## src/rtl/oled_task_controller.sv

```systemverilog
// oled_task_controller: debounced button control of display mode/level, delivered over valid/ready
// Ports:
//   CLK                 system clock
//   RSTn                asynchronous active-low reset
//   CTRLbtn             raw mode button (asynchronous)
//   UPbtn / DOWNbtn     raw level buttons (asynchronous)
//   cfg_ready           datapath accepts the offered configuration this cycle
//   cfg_valid           cfg_mode/cfg_level carry a new configuration
//   cfg_mode[1:0]       offered mode
//   cfg_level[3:0]      offered level
module oled_task_controller #(
    parameter int DEBOUNCE_CYCLES = 200000,
    parameter int REPEAT_DELAY    = 50000000,
    parameter int REPEAT_RATE     = 10000000,
    parameter int LEVEL_MAX       = 9,
    parameter int NUM_MODES       = 4
) (
    input  logic       CLK,
    input  logic       RSTn,
    input  logic       CTRLbtn,
    input  logic       UPbtn,
    input  logic       DOWNbtn,
    input  logic       cfg_ready,
    output logic       cfg_valid,
    output logic [1:0] cfg_mode,
    output logic [3:0] cfg_level
);
    localparam int CW   = $clog2(DEBOUNCE_CYCLES + 1);
    localparam int RMAX = REPEAT_DELAY > REPEAT_RATE ? REPEAT_DELAY : REPEAT_RATE;
    localparam int TW   = $clog2(RMAX + 1);
    localparam logic [CW-1:0] DB_END   = CW'(DEBOUNCE_CYCLES);
    localparam logic [TW-1:0] DLY_END  = TW'(REPEAT_DELAY - 1);
    localparam logic [TW-1:0] RATE_END = TW'(REPEAT_RATE - 1);
    localparam logic [3:0]    LMAX     = 4'(LEVEL_MAX);
    localparam logic [1:0]    MLAST    = 2'(NUM_MODES - 1);

    typedef enum logic [1:0] {IDLE, DELAY, REPEAT} state_t;

    // bit 0 = CTRL, bit 1 = UP, bit 2 = DOWN
    logic [2:0] raw, s1_q, s2_q, db, dbp_q, rise;
    assign raw  = {DOWNbtn, UPbtn, CTRLbtn};
    assign rise = db & ~dbp_q;

    always_ff @(posedge CLK or negedge RSTn) begin
        if (!RSTn) begin
            s1_q  <= '0;
            s2_q  <= '0;
            dbp_q <= '0;
        end else begin
            s1_q  <= raw;
            s2_q  <= s1_q;
            dbp_q <= db;
        end
    end

    for (genvar i = 0; i < 3; i++) begin : g_db
        logic [CW-1:0] cnt_q;
        logic          db_q;
        assign db[i] = db_q;
        always_ff @(posedge CLK or negedge RSTn) begin
            if (!RSTn) begin
                cnt_q <= '0;
                db_q  <= 1'b0;
            end else if (s2_q[i] == db_q) begin
                cnt_q <= '0;
            end else if (cnt_q == DB_END) begin
                cnt_q <= '0;
                db_q  <= ~db_q;
            end else begin
                cnt_q <= cnt_q + 1'b1;
            end
        end
    end

    state_t        state_q;
    logic          dir_q;
    logic [TW-1:0] tmr_q;
    logic [1:0]    mode_q, mode_d;
    logic [3:0]    level_q, level_d;
    logic          held, other, start_up, start_dn, abort, tick, step, sdir;

    // dir_q: 0 = UP held, 1 = DOWN held
    always_comb begin
        held     = dir_q ? db[2] : db[1];
        other    = dir_q ? db[1] : db[2];
        start_up = rise[1] & ~db[2];
        start_dn = rise[2] & ~db[1];
        abort    = (state_q != IDLE) && (!held || other);
        tick     = (state_q == DELAY && tmr_q == DLY_END) || (state_q == REPEAT && tmr_q == RATE_END);
        step     = state_q == IDLE ? (start_up | start_dn) : (tick & ~abort);
        sdir     = state_q == IDLE ? start_dn : dir_q;
        mode_d   = rise[0] ? (mode_q >= MLAST ? 2'd0 : mode_q + 2'd1) : mode_q;
        level_d  = rise[0] ? 4'd0 :
                   !step   ? level_q :
                   sdir    ? (level_q == 4'd0 ? 4'd0 : level_q - 4'd1) :
                             (level_q >= LMAX ? LMAX : level_q + 4'd1);
    end

    always_ff @(posedge CLK or negedge RSTn) begin
        if (!RSTn) begin
            state_q <= IDLE;
            dir_q   <= 1'b0;
            tmr_q   <= '0;
            mode_q  <= '0;
            level_q <= '0;
        end else begin
            mode_q  <= mode_d;
            level_q <= level_d;
            if (state_q == IDLE) begin
                if (start_up | start_dn) begin
                    state_q <= DELAY;
                    dir_q   <= start_dn;
                end
                tmr_q <= '0;
            end else if (abort) begin
                state_q <= IDLE;
                tmr_q   <= '0;
            end else if (tick) begin
                state_q <= REPEAT;
                tmr_q   <= '0;
            end else begin
                tmr_q <= tmr_q + 1'b1;
            end
        end
    end

    logic       cfg_valid_q, last_vld_q;
    logic [1:0] cfg_mode_q;
    logic [3:0] cfg_level_q;
    logic [5:0] last_q;

    // last_vld_q=0 marks "nothing accepted yet" so (0,0) is still offered after reset
    always_ff @(posedge CLK or negedge RSTn) begin
        if (!RSTn) begin
            cfg_valid_q <= 1'b0;
            cfg_mode_q  <= '0;
            cfg_level_q <= '0;
            last_vld_q  <= 1'b0;
            last_q      <= '0;
        end else if (cfg_valid_q) begin
            if (cfg_ready) begin
                cfg_valid_q <= 1'b0;
                last_q      <= {cfg_mode_q, cfg_level_q};
                last_vld_q  <= 1'b1;
            end
        end else if (!last_vld_q || {mode_q, level_q} != last_q) begin
            cfg_valid_q <= 1'b1;
            cfg_mode_q  <= mode_q;
            cfg_level_q <= level_q;
        end
    end

    assign cfg_valid = cfg_valid_q;
    assign cfg_mode  = cfg_mode_q;
    assign cfg_level = cfg_level_q;
endmodule

```

## config.mk

```make
export PLATFORM = sky130hd
export DESIGN_NAME = oled_task_controller
export DESIGN_NICKNAME = d
export VERILOG_FILES = /design/src/rtl/oled_task_controller.sv
export SDC_FILE = /design/constraint.sdc
export NUM_CORES = 1
export LEC_CHECK = 0
export CAP_MARGIN = 5
export CORE_MARGIN = 2
export CORE_UTILIZATION = 34
export DETAILED_ROUTE_END_ITERATION = 16
export GPL_TIMING_DRIVEN = 0
export HOLD_SLACK_MARGIN = 0.06
export PLACE_DENSITY = 0.46
export REMOVE_ABC_BUFFERS = 1
export SLEW_MARGIN = 10
export SYNTH_ARGS = -nofsm -noshare
export SYNTH_HDL_FRONTEND = slang
export SYNTH_SLANG_ARGS = --single-unit
```

## constraint.sdc

```tcl
create_clock -name CLK -period 2.5 [get_ports CLK]
set_input_delay 0.625 -clock CLK [delete_from_list [all_inputs] [get_ports CLK]]
set_output_delay 0.625 -clock CLK [all_outputs]
set_load 0.05 [all_outputs]
```

# Word-level counts from Yosys, hierarchy flattened
# Index checks and enable logic that the tools add are counted.
# totals
reg_bits	115
output_inout_bits	7
word_cells	100
# op_classes
addsub	7
magnitude_cmp	2
n_eq_ne	12
mux	26
bitwise_logic	14
n_reduce_logical	20
# ops
cell	n
two-way mux 18 bit	6
two-way mux 26 bit	3
adder 18 x 1 -> 18 bit, second input constant	3
equality test 18 bit, second input constant	3
adder 26 x 1 -> 26 bit, second input constant	1
equality test 26 x 24 -> 1 bit, second input constant	1
equality test 26 bit, second input constant	1
two-way mux 4 bit	5
AND reduction 2 bit	7
two-way mux 2 bit	5
inverter 1 bit	8
two-way mux 1 bit	7
!= test 6 bit	1
adder 4 x 1 -> 4 bit, second input constant	1
greater-or-equal comparator 4 bit, second input constant	1
logical NOT 4 bit	1
nonzero test 2 bit	2
subtractor 4 x 1 -> 4 bit, second input constant	1
bitwise AND 1 bit	3
bitwise AND 3 bit	1
equality test 1 bit	3
logical AND 1 bit	3
logical OR 1 bit	3
inverter 3 bit	1
9 further kinds	10

# Depth between registers and ports, before layout
# Gate-level depths: netlist (run 1).
# logic_depth
ltp_word	9
mapped_depth	10
mapped_depth_nobuf	8

# Least setup slack after synthesis (run 1)
# Ideal clock, no wire load.
# synth_path
kind	register to register
startpoint	register g_db[0].cnt_q[0]
endpoint	register g_db[0].cnt_q[10]
setup_ps	132
arrival_time_ps	1856
required_ps	2368
path_slack_ps	512
stages_incl_launch_ff	10
n_path_buf	2
period_less_slack_ps	1988
cell_sequence	dfrtp_1 > inv_1 > ha_1 > nor4bb_1 > nand4_1 > nor4_1 > nand2b_1 > buf_2 > buf_1 > nor2_1
# synth_via
elab_chain_cells	3
# synth_lines
element	line	rtl
start, declared	57	logic [CW-1:0] cnt_q;
start signal, assigned	70	cnt_q <= cnt_q + 1'b1;
adder 18 x 1 -> 18 bit or equality test 18 bit (tied branches)	70, 66	
two-way mux 18 bit *	66	end else if (cnt_q == DB_END) begin
two-way mux 18 bit *	64	end else if (s2_q[i] == db_q) begin
# Mark *: on every way between the ends. The rest lies on a longest branch, timed or not.
# A chain may end at the register's enable or synchronous reset.

# Final worst setup path (run 1)
# layout_path
startpoint	register cfg_valid_q, in the netlist cfg_valid
endpoint	output cfg_valid
# layout_lines
element	line	rtl
start, declared	127	logic cfg_valid_q, last_vld_q;
start signal, assigned	135	cfg_valid_q <= 1'b0;
start signal, assigned	142	cfg_valid_q <= 1'b0;
start signal, assigned	147	cfg_valid_q <= 1'b1;
end, declared	24	output logic cfg_valid,
# No word-level cell between the ends.

==> run metrics, run 1 <==
Final Slew Violations=0; unrepaired setup endpoints after global routing=false; fraction of layout cells with a size suffix above 1=9.60%; net total in the final layout=578; sink count of the clock tree=115; mean post-synth cell area=10.2 um2; Layout Skew=0.00942 ns; Worst EP required=1.88 ns; Hold Vio Cnt, Final=0; number of global-route vias before repair=3762; WL per Instance=13.2 um; maximum number of pins on one net before global-route repair=84; routed wire length=10.4 mm; top cell type by total area after synthesis=dfrtp_1; number of levels the H-tree was split into=4; top library cells by usage in the layout, fill and taps aside=115 x dfrtp_1, 99 x nor2_1, 49 x xor2_1, 39 x nand3_1, 37 x nand2_1; number of DRC violations after detailed routing=0; source-to-sink clock delay at the later pin of the worst-skew pair=0.41 ns; largest buffer count on any clock path=2; Post-Place Worst Slack=-0.149 ns; Die X=131 um; clock tree from TritonCTS=built; IR Drop Worst-Case VDD=0.482 mV; Cell Chain, Critical Path=clkdlybuf4s50_1; min setup slack post-route=0.253 ns; cell family contributing the most delay on the critical path=buffers and inverters; Routed Antenna Nets=0; Overflow after GRT=0; via count=3788; Final Wtd Congestion=0.769; # port buffers=12; Antenna Cells=0; count of hold buffers inserted by post-cts repair=0; clock edge transition at the registers on the reported setup and hold paths=0.06 ns; number of distinct standard cells referenced by the synthesized netlist=46; result of the run=complete, no violations; finished layout cell area=0.00648 mm2; portion of the post-synthesis area used by sequential elements=52.1%; number of optimization iterations in the first detailed-route pass=4; Clk Tree Root Cell=clkbuf_16; async set-or-reset flop fraction in the synthesized netlist=100%; arrival time at the worst endpoint=1.62 ns; kind of launch point of the worst setup path=register; count of state elements after synthesis=115; cell area after placement=0.00587 mm2; Avg Vias per Cell=4.80; actual slew at the worst max-slew pin=0.760 ns; achievable frequency=445 MHz; count of boundary I/O pins=13; DR iter-0 viols=160; number of violations of the max-capacitance limit=0; CP max stage cell=clkdlybuf4s50_1; initial core utilization=34.7%; post-synth top area share=52.1%; leak pwr=0.00275 uW; first-pass GRT wire length=18.2 mm; largest fanout on the critical path=4; number of endpoints failing setup at the final stage=0; largest stage delay on the critical path=0.82 ns; setup total negative slack=0 ns; Pwr per Cell Area=691 mW/mm2; total die area=0.0173 mm2; utilization after layout=40.8%; Cell Area, Synth=0.00552 mm2; GRT Resource Usage Total=13.1%; synthesized instance count=543; critical setup path kind=register to primary output; most common library cell in the layout ignoring fill and taps=dfrtp_1; Yosys warnings=0; detailed-placement wirelength estimate=6.76 mm; largest cells by area after synthesis=dfrtp_1 52%, xor2_1 7.8%, nor2_1 6.7%; antenna violations before repair=0; Core Footprint=0.0159 mm2; kind of path behind the tightest hold check=input pin to async pin; Syn-to-layout area delta=17.5%; depth of the most critical reg-to-reg path=6; CP endpoint kind=primary output; Period minus WS final=2.25 ns; Worst path depth=1; std cell rows=46; relative max-transition margin=47.9%; overall die height=131 um; predominant post-synthesis flop cell=dfrtp_1; Buf/Inv on CP=1; final critical-path share of the clock period=89.9%; Num CTS Buffers=17; number of synthesized flops with an enable pin=0
-- sequential cells by signal, summed over array words and instances, names as in the netlist, 2 cells and up --
register	count
dbp_q	3
s2_q	3
mode_q	2
g_db.db_q	3
cfg_mode	2
s1_q	3
last_q	6
level_q	4
cfg_level	4
tmr_q	26
g_db.cnt_q	54
state_q	2
-- cells in the mapped netlist, types with 3 or more instances --
cell / n
dfrtp_1: 115
nor2_1: 99
xor2_1: 49
nand3_1: 39
nand2_1: 37
xnor2_1: 30
inv_1: 19
nand4_1: 17
mux2_2: 14
nor3_1: 14
ha_1: 11
a21oi_1: 9
nor4_1: 8
and3_1: 7
o21ai_0: 7
clkbuf_1: 6
nand2b_1: 6
buf_2: 5
and4_1: 4
nor4b_1: 4
nor4bb_1: 4
a211oi_1: 3
mux2i_1: 3
nor2b_1: 3
-- path summary, 6_finish.rpt --
| path | end | slack (ns) | from |
|---|---|---|---|
| max | cfg_valid | 0.25 | cfg_valid |
| min | g_db[2].cnt_q[10] | 0.11 | RSTn |
| max reg2reg | level_q[1] | 0.28 | tmr_q[0] |
| min reg2reg | s2_q[2] | 0.34 | s1_q[2] |
| max in group asynchronous | g_db[0].cnt_q[7] | 1.69 | RSTn |
| min in group CLK | s2_q[2] | 0.34 | s1_q[2] |
-- cells by family (layout without fill, tap and decap cells) --
group | count (synthesis) | count (layout) | share of synthesized area, %
compound gates | 30 | 30 | 3.56
xor+xnor | 79 | 79 | 12.5
fa+ha+maj | 11 | 11 | 2.49
buf+inv | 33 | 63 | 2.49
flops | 115 | 115 | 52.1
mux | 17 | 17 | 3.40
simple gates | 258 | 258 | 23.4
-- area by class of cell --
cell class                      count  area [um2]
Clock buffer                       22         464
Clock inverter                      9         130
Fill cell                        1585        9400
Inverter                           19        71.3
Multi-Input combinational cell    395        2520
Sequential cell                   115        2880
Tap cell                          216         270
Timing Repair Buffer               13         149
-- layer usage --
layer  up-vias  track usage (%)  share of wire [%]
li1       1883                -                  -
met1      1863             17.1                 49
met2        28             20.1                 47
met3        14             3.63                2.1
met4         0             6.04                1.6
met5         -                0                  0
-- where the power goes --
group / internal, uW / switching [uW] / total (uW) / leakage, uW
combinational: 41.7 / 88.8 / 130 / 0.000884
sequential: 1880 / 22.0 / 1910 / 0.00158
clock: 1610 / 832 / 2440 / 0.000290
total: 3540 / 943 / 4480 / 0.00275
-- per-stage QoR --
step / power, uW / cells / hold slack [ns]
3_5_place_dp: 2070 / 758 / 0.336
3_3_place_gp: 2070 / 757 / 0.335
2_1_floorplan: 1990 / 529 / 0.329
6_report: 4480 / 789 / 0.109
4_1_cts: 4570 / 789 / 0.103
5_1_grt: 4670 / 789 / 0.121
-- what timing repair did --
| item | 4_1_cts | 5_1_grt |
|---|---|---|
| setup buffers | 0 | 0 |
| endpoints found under the setup margin | 26 | 19 |
| gates resized for setup | 1 | 3 |
Note: power is estimated with default switching activity, not from simulation.
==> inputs of run 2 (changes only) <==
--- a/config.mk
+++ b/config.mk
@@ -17,3 +17,4 @@
 export SYNTH_ARGS = -nofsm -noshare
 export SYNTH_HDL_FRONTEND = slang
 export SYNTH_SLANG_ARGS = --single-unit
+export TNS_END_PERCENT = 5
==> run 2 against run 1 <==
  * Maximum frequency is 2.3% lower
  * Combinational power is essentially flat
  * Sequential power hardly changed
  * Hold slack lost 0.00083 ns
  * Non-clock buffer count stayed put
  * Clock skew down 0.0019 ns
  * First-iteration DRC count down 9.4%
  * Wire length decreased by 0.11%
  * Sequential share of layout area hardly changed
==> run metrics, run 2 (same netlist as run 1, synthesis figures left out) <==
result of the run=complete, no violations (unchanged); fraction of layout cells with a size suffix above 1=9.60% (unchanged); Hold WS=0.108 ns (was 0.109 ns); Syn-to-layout area delta=17.4% (was 17.5%); register name with the most flops=g_db.cnt_q (unchanged); number of levels the H-tree was split into=4 (unchanged); Avg Vias per Cell=4.78 (was 4.80); leak pwr=0.00275 uW (about the same); achievable frequency=435 MHz (was 445 MHz); Hold Vio Cnt, Final=0 (unchanged); Filler Cell Count=1586 (was 1585); net total in the final layout=578 (unchanged); arrival time at the worst endpoint=2.56 ns (was 1.62 ns); unrepaired setup endpoints after global routing=true (was false); clock edge transition at the registers on the reported setup and hold paths=0.06 ns (about the same); overall die height=131 um (unchanged); largest registers=g_db.cnt_q: 54 flops, tmr_q: 26 flops, last_q: 6 flops (unchanged); total die area=0.0173 mm2 (unchanged); largest buffer count on any clock path=2 (unchanged); footprint of the flip-flops and latches=0.00288 mm2 (unchanged); relative max-transition margin=47.4% (was 47.9%); Antenna Cells=0 (unchanged); first-pass GRT wire length=18.2 mm (unchanged); Num CTS Buffers=17 (unchanged); post-cts gate resize count=1 (unchanged); antenna violations before repair=0 (unchanged); Post-Place Worst Slack=-0.149 ns (unchanged); critical setup path kind=register to register (was register to primary output); detailed-placement wirelength estimate=6.76 mm (unchanged); Clk Tree Root Cell=clkbuf_16 (unchanged); sink count of the clock tree=115 (unchanged); Core Footprint=0.0159 mm2 (unchanged); initial core utilization=34.7% (unchanged); min setup slack post-route=0.200 ns (was 0.253 ns); routed wire length=10.4 mm (about the same); area taken by multi-input logic gates=0.00252 mm2 (about the same); clock tree from TritonCTS=built (unchanged); count of boundary I/O pins=13 (unchanged); via count=3775 (was 3788); std cell rows=46 (unchanged); WL per Instance=13.2 um (about the same); count of hold buffers inserted by post-cts repair=0 (unchanged); GRT Resource Usage Total=13.1% (unchanged); Routed Antenna Nets=0 (unchanged); IR Drop Worst-Case VDD=0.483 mV (was 0.482 mV); most common library cell in the layout ignoring fill and taps=dfrtp_1 (unchanged); number of optimization iterations in the first detailed-route pass=4 (unchanged); # port buffers=12 (unchanged); setup bufs post-CTS=0 (unchanged); top library cells by usage in the layout, fill and taps aside=115 x dfrtp_1, 99 x nor2_1, 49 x xor2_1, 39 x nand3_1, 37 x nand2_1 (unchanged); kind of launch point of the worst setup path=register (unchanged); maximum number of pins on one net before global-route repair=84 (unchanged); source-to-sink clock delay at the later pin of the worst-skew pair=0.41 ns (about the same); Final Wtd Congestion=0.769 (unchanged); kind of path behind the tightest hold check=input pin to async pin (unchanged); DR iter-0 viols=145 (was 160); Final Slew Violations=0 (unchanged); CP endpoint kind=register (was primary output); Overflow after GRT=0 (unchanged); number of violations of the max-capacitance limit=0 (unchanged); final critical-path share of the clock period=92.0% (was 89.9%); largest fanout on the critical path=26 (was 4); number of endpoints failing setup at the final stage=0 (unchanged); actual slew at the worst max-slew pin=0.767 ns (was 0.760 ns); Pwr per Cell Area=691 mW/mm2 (about the same); Die X=131 um (unchanged); utilization after layout=40.8% (about the same); number of DRC violations after detailed routing=0 (unchanged); number of flip-flops in the largest register=54 (unchanged); number of global-route vias before repair=3762 (unchanged); Period minus WS final=2.30 ns (was 2.25 ns); Layout Skew=0.00748 ns (was 0.00942 ns); Worst EP required=2.76 ns (was 1.88 ns)
-- run 2: changes by cell type in the layout (fill, tap and decap cells not counted) --
cell,previous run,this run
nand2b_2,1,2
nand2b_4,1,0
-- run 2: final cells by class --
type / count / share of cell area [%]
well taps: 216 / 4.17
clock buffers: 22 / 7.16
multi-input cells: 395 / 38.8
repair buffers: 13 / 2.30
flip-flops and latches: 115 / 44.4
clock inverters: 9 / 2.01
inverters: 19 / 1.10
-- run 2: final timing paths --
| path | start | to | slack (ns) | depth (start not counted) |
|---|---|---|---|---|
| worst max register to register | tmr_q[0] | tmr_q[21] | 0.20 | 5 |
| worst min-delay path | RSTn | g_db[2].cnt_q[10] | 0.11 | 1 |
| min in group CLK | s1_q[2] | s2_q[2] | 0.34 | 0 |
| worst min register to register | s1_q[2] | s2_q[2] | 0.34 | 0 |
| worst max-delay path | tmr_q[0] | tmr_q[21] | 0.20 | 5 |
| max in group asynchronous | RSTn | g_db[0].cnt_q[7] | 1.68 | 2 |
-- run 2: through the flow --
| stage | setup TNS, ns | power (uW) | cell area (um2) | instances |
|---|---|---|---|---|
| after floorplan | 0 | 1990 | 5450 | 529 |
| after global placement | -443.20 | 2070 | 5840 | 757 |
| after detailed placement | -2.92 | 2070 | 5870 | 758 |
| after CTS | 0 | 4570 | 6470 | 789 |
| after global routing | -0.0125 | 4670 | 6480 | 789 |
| final | 0 | 4480 | 6480 | 789 |
-- run 2: layer usage --
layer	vias up	global-route usage [%]	share of wire, %
li1	1882	-	-
met1	1851	17.1	49
met2	26	20.1	47
met3	16	3.63	2.3
met4	0	6.04	2.0
met5	-	0	0
-- run 2: worst max-delay path: stages, from the launching register on --
cell       delay (ns)
dfrtp_1          0.44
ha_1             0.30
nand2_1          0.17
a2111oi_2        0.55
nand2b_2         0.56
nor2_1           0.12
-- run 2: power by group --
| part | total (uW) | internal, uW | switching [uW] |
|---|---|---|---|
| combinational | 130 | 41.6 | 88.7 |
| clock | 2440 | 1610 | 833 |
| sequential | 1910 | 1880 | 21.9 |
==> inputs of run 3 (changes only) <==
--- a/config.mk
+++ b/config.mk
@@ -11,7 +11,7 @@
 export DETAILED_ROUTE_END_ITERATION = 16
 export GPL_TIMING_DRIVEN = 0
 export HOLD_SLACK_MARGIN = 0.06
-export PLACE_DENSITY = 0.46
+export PLACE_DENSITY = 0.48
 export REMOVE_ABC_BUFFERS = 1
 export SLEW_MARGIN = 10
 export SYNTH_ARGS = -nofsm -noshare
==> constraint.sdc (replaced) <==
create_clock -name CLK -period 1.93 [get_ports CLK]
set_input_delay 0.4825 -clock CLK [delete_from_list [all_inputs] [get_ports CLK]]
set_output_delay 0.4825 -clock CLK [all_outputs]
set_load 0.05 [all_outputs]
==> run 3 against run 2 <==
  * The run now ends with negative setup slack left
  * Final cell count increased by 0.76%
  * Design area is 3.7% higher
  * Count of clock-buffer cells in the layout down 1
  * Via count grew 1.7%
  * Flip-flop and latch count stayed put
  * Core utilization rose by 1.5 points
  * Power is 37% higher
  * Die area is the same
  * Maximum frequency up 7.0%
==> run metrics, run 3 (same netlist as run 1, synthesis figures left out) <==
result of the run=complete, but fails checks (was complete, no violations); violations in the final reports=negative setup slack; kind of launch point of the worst setup path=register (unchanged); Pwr per Cell Area=912 mW/mm2 (was 691 mW/mm2); Avg Vias per Cell=4.83 (was 4.78); count of boundary I/O pins=13 (unchanged); CP endpoint kind=register (unchanged); sink count of the clock tree=115 (unchanged); Filler Cell Count=1569 (was 1586); Die X=131 um (unchanged); clock edge transition at the registers on the reported setup and hold paths=0.05 ns (was 0.06 ns); leak pwr=0.00285 uW (was 0.00275 uW); unrepaired setup endpoints after global routing=true (unchanged); Worst EP required=2.25 ns (was 2.76 ns); largest stage delay on the critical path=0.49 ns (was 0.56 ns); achievable frequency=465 MHz (was 435 MHz); number of global-route vias before repair=3818 (was 3762); Hold Vio Cnt, Final=0 (unchanged); number of violations of the max-capacitance limit=0 (unchanged); Cell Chain, Critical Path=nor4bb_2 > nand4_1 > a2111oi_4 > buf_4 > a21o_1 > a21oi_2 > a311oi_1 (was ha_1 > nand2_1 > a2111oi_2 > nand2b_2 > nor2_1); dpl cells=758 (unchanged); total die area=0.0173 mm2 (unchanged); FF-to-FF Start=tmr_q[25] (was tmr_q[0]); power spent charging and discharging nets=1230 uW (was 944 uW); detailed-placement wirelength estimate=6.70 mm (was 6.76 mm); Combinational Power Share=2.8% (was 2.9%); fraction of layout cells with a size suffix above 1=14.5% (was 9.60%); launch point of the worst hold path=s1_q[1]; CP max stage cell=a2111oi_4 (was nand2b_2); WL per Instance=13.1 um (was 13.2 um); largest registers=g_db.cnt_q: 54 flops, tmr_q: 26 flops, last_q: 6 flops (unchanged); portion of total power attributed to sequential cells=40.3% (was 42.5%); net switching fraction of the power=20.0% (was 21.1%); top library cells by usage in the layout, fill and taps aside=111 x dfrtp_1, 99 x nor2_1, 49 x xor2_1, 39 x nand3_1, 37 x nand2_1 (was 115 x dfrtp_1, 99 x nor2_1, 49 x xor2_1, 39 x nand3_1, 37 x nand2_1); source-to-sink clock delay at the later pin of the worst-skew pair=0.41 ns (about the same); largest buffer count on any clock path=2 (unchanged); Antenna Cells=0 (unchanged); register name with the most flops=g_db.cnt_q (unchanged); finished layout cell area=0.00672 mm2 (was 0.00648 mm2); first-pass GRT wire length=18.1 mm (was 18.2 mm); via count=3841 (was 3775); number of optimization iterations in the first detailed-route pass=5 (was 4); Finished Layout Cells=795 (was 789); net total in the final layout=584 (was 578); DR iter-0 viols=208 (was 145); number of endpoints failing setup at the final stage=30 (was 0); Final Wtd Congestion=0.746 (was 0.769); clock share of power=57.0% (was 54.5%); GRT Resource Usage Total=12.9% (was 13.1%); setup slack, reg-to-reg=-0.22 ns (was 0.20 ns); overall die height=131 um (unchanged); min setup slack post-route=-0.218 ns (was 0.200 ns); footprint of the flip-flops and latches=0.00288 mm2 (about the same); setup total negative slack=-5.38 ns (was 0 ns); critical setup path kind=register to register (unchanged); launching element of the worst setup path=tmr_q[25] (was tmr_q[0]); Syn-to-layout area delta=21.8% (was 17.4%); Core Footprint=0.0159 mm2 (unchanged); largest fanout on the critical path=4 (was 26); actual slew at the worst max-slew pin=0.618 ns (was 0.767 ns); Clk Tree Root Cell=clkbuf_16 (unchanged); antenna violations before repair=0 (unchanged); number of levels the H-tree was split into=4 (unchanged); maximum number of pins on one net before global-route repair=74 (was 84); std cell rows=46 (unchanged); kind of path behind the tightest hold check=register to register (was input pin to async pin); IR Drop Worst-Case VDD=0.612 mV (was 0.483 mV); cell area after placement=0.00587 mm2 (unchanged); # port buffers=12 (unchanged); number of flip-flops in the largest register=54 (unchanged); Overflow after GRT=0 (unchanged); initial core utilization=34.7% (unchanged); Final Slew Violations=0 (unchanged); arrival time at the worst endpoint=2.47 ns (was 2.56 ns); number of DRC violations after detailed routing=0 (unchanged); Hold WS=0.346 ns (was 0.108 ns); clock tree from TritonCTS=built (unchanged); area taken by multi-input logic gates=0.00265 mm2 (was 0.00252 mm2); Routed Antenna Nets=0 (unchanged); routed wire length=10.4 mm (about the same); Num CTS Buffers=17 (unchanged); Post-Place Worst Slack=-0.719 ns (was -0.149 ns); Period minus WS final=2.15 ns (was 2.30 ns); Int Power=4910 uW (was 3540 uW); Layout Skew=0.00802 ns (was 0.00748 ns); relative max-transition margin=58.7% (was 47.4%); final critical-path share of the clock period=111% (was 92.0%); most common library cell in the layout ignoring fill and taps=dfrtp_1 (unchanged)
-- run 3: worst paths after layout --
path	endpoint	cells past startpoint
max in group asynchronous	tmr_q[9]	3
min	s2_q[1]	0
min in group asynchronous	g_db[2].cnt_q[12]	2
max	level_q[2]	7
max reg2reg	level_q[2]	7
min reg2reg	s2_q[1]	0
-- run 3: metal layers --
| layer | share of wire (%) | GRT usage [%] | up-vias |
|---|---|---|---|
| met4 | 1.4 | 5.43 | 0 |
| li1 | - | - | 1892 |
| met2 | 47 | 20.1 | 38 |
| met1 | 48 | 16.6 | 1899 |
| met5 | 0 | 0 | - |
| met3 | 3.1 | 4.09 | 12 |
-- run 3: critical path: cells and delay by family (launching register included) --
| family | cells | cell delay, ns |
|---|---|---|
| buffers and inverters | 1 | 0.19 |
| AND/OR/NAND/NOR | 2 | 0.52 |
| AO/OA/AOI/OAI | 4 | 0.94 |
| flip-flops | 1 | 0.41 |
-- run 3: power by group through the flow --
stage	sequential (uW)	combinational [uW]	clock (uW)
after floorplan	2520	67.4	0
after global placement	2510	165	0
after detailed placement	2510	173	0
after CTS	2470	176	3570
after global routing	2470	197	3700
final	2470	171	3490
-- run 3: what timing repair did --
| item | 4_1_cts | 5_1_grt |
|---|---|---|
| buffers inserted | 0 | 5 |
| hold buffers | 1 | 0 |
| endpoints found under the setup margin | 74 | 86 |
| pin swaps | 19 | 7 |
| endpoints found under the hold margin | 42 | 0 |
| gates resized for setup | 20 | 19 |
-- run 3: final cells by class --
type	count	area share, %
flip-flops and latches	115	42.9
clock buffers	21	7.15
well taps	216	4.02
multi-input cells	395	39.5
repair buffers	19	2.79
clock inverters	10	2.64
inverters	19	1.06
-- run 3: per-stage QoR --
step	total power, uW	utilization (%)
floorplan	2580	-
global placement	2680	36.8
detailed placement	2680	37.0
CTS	6210	41.5
global route	6370	42.3
finish	6130	42.3
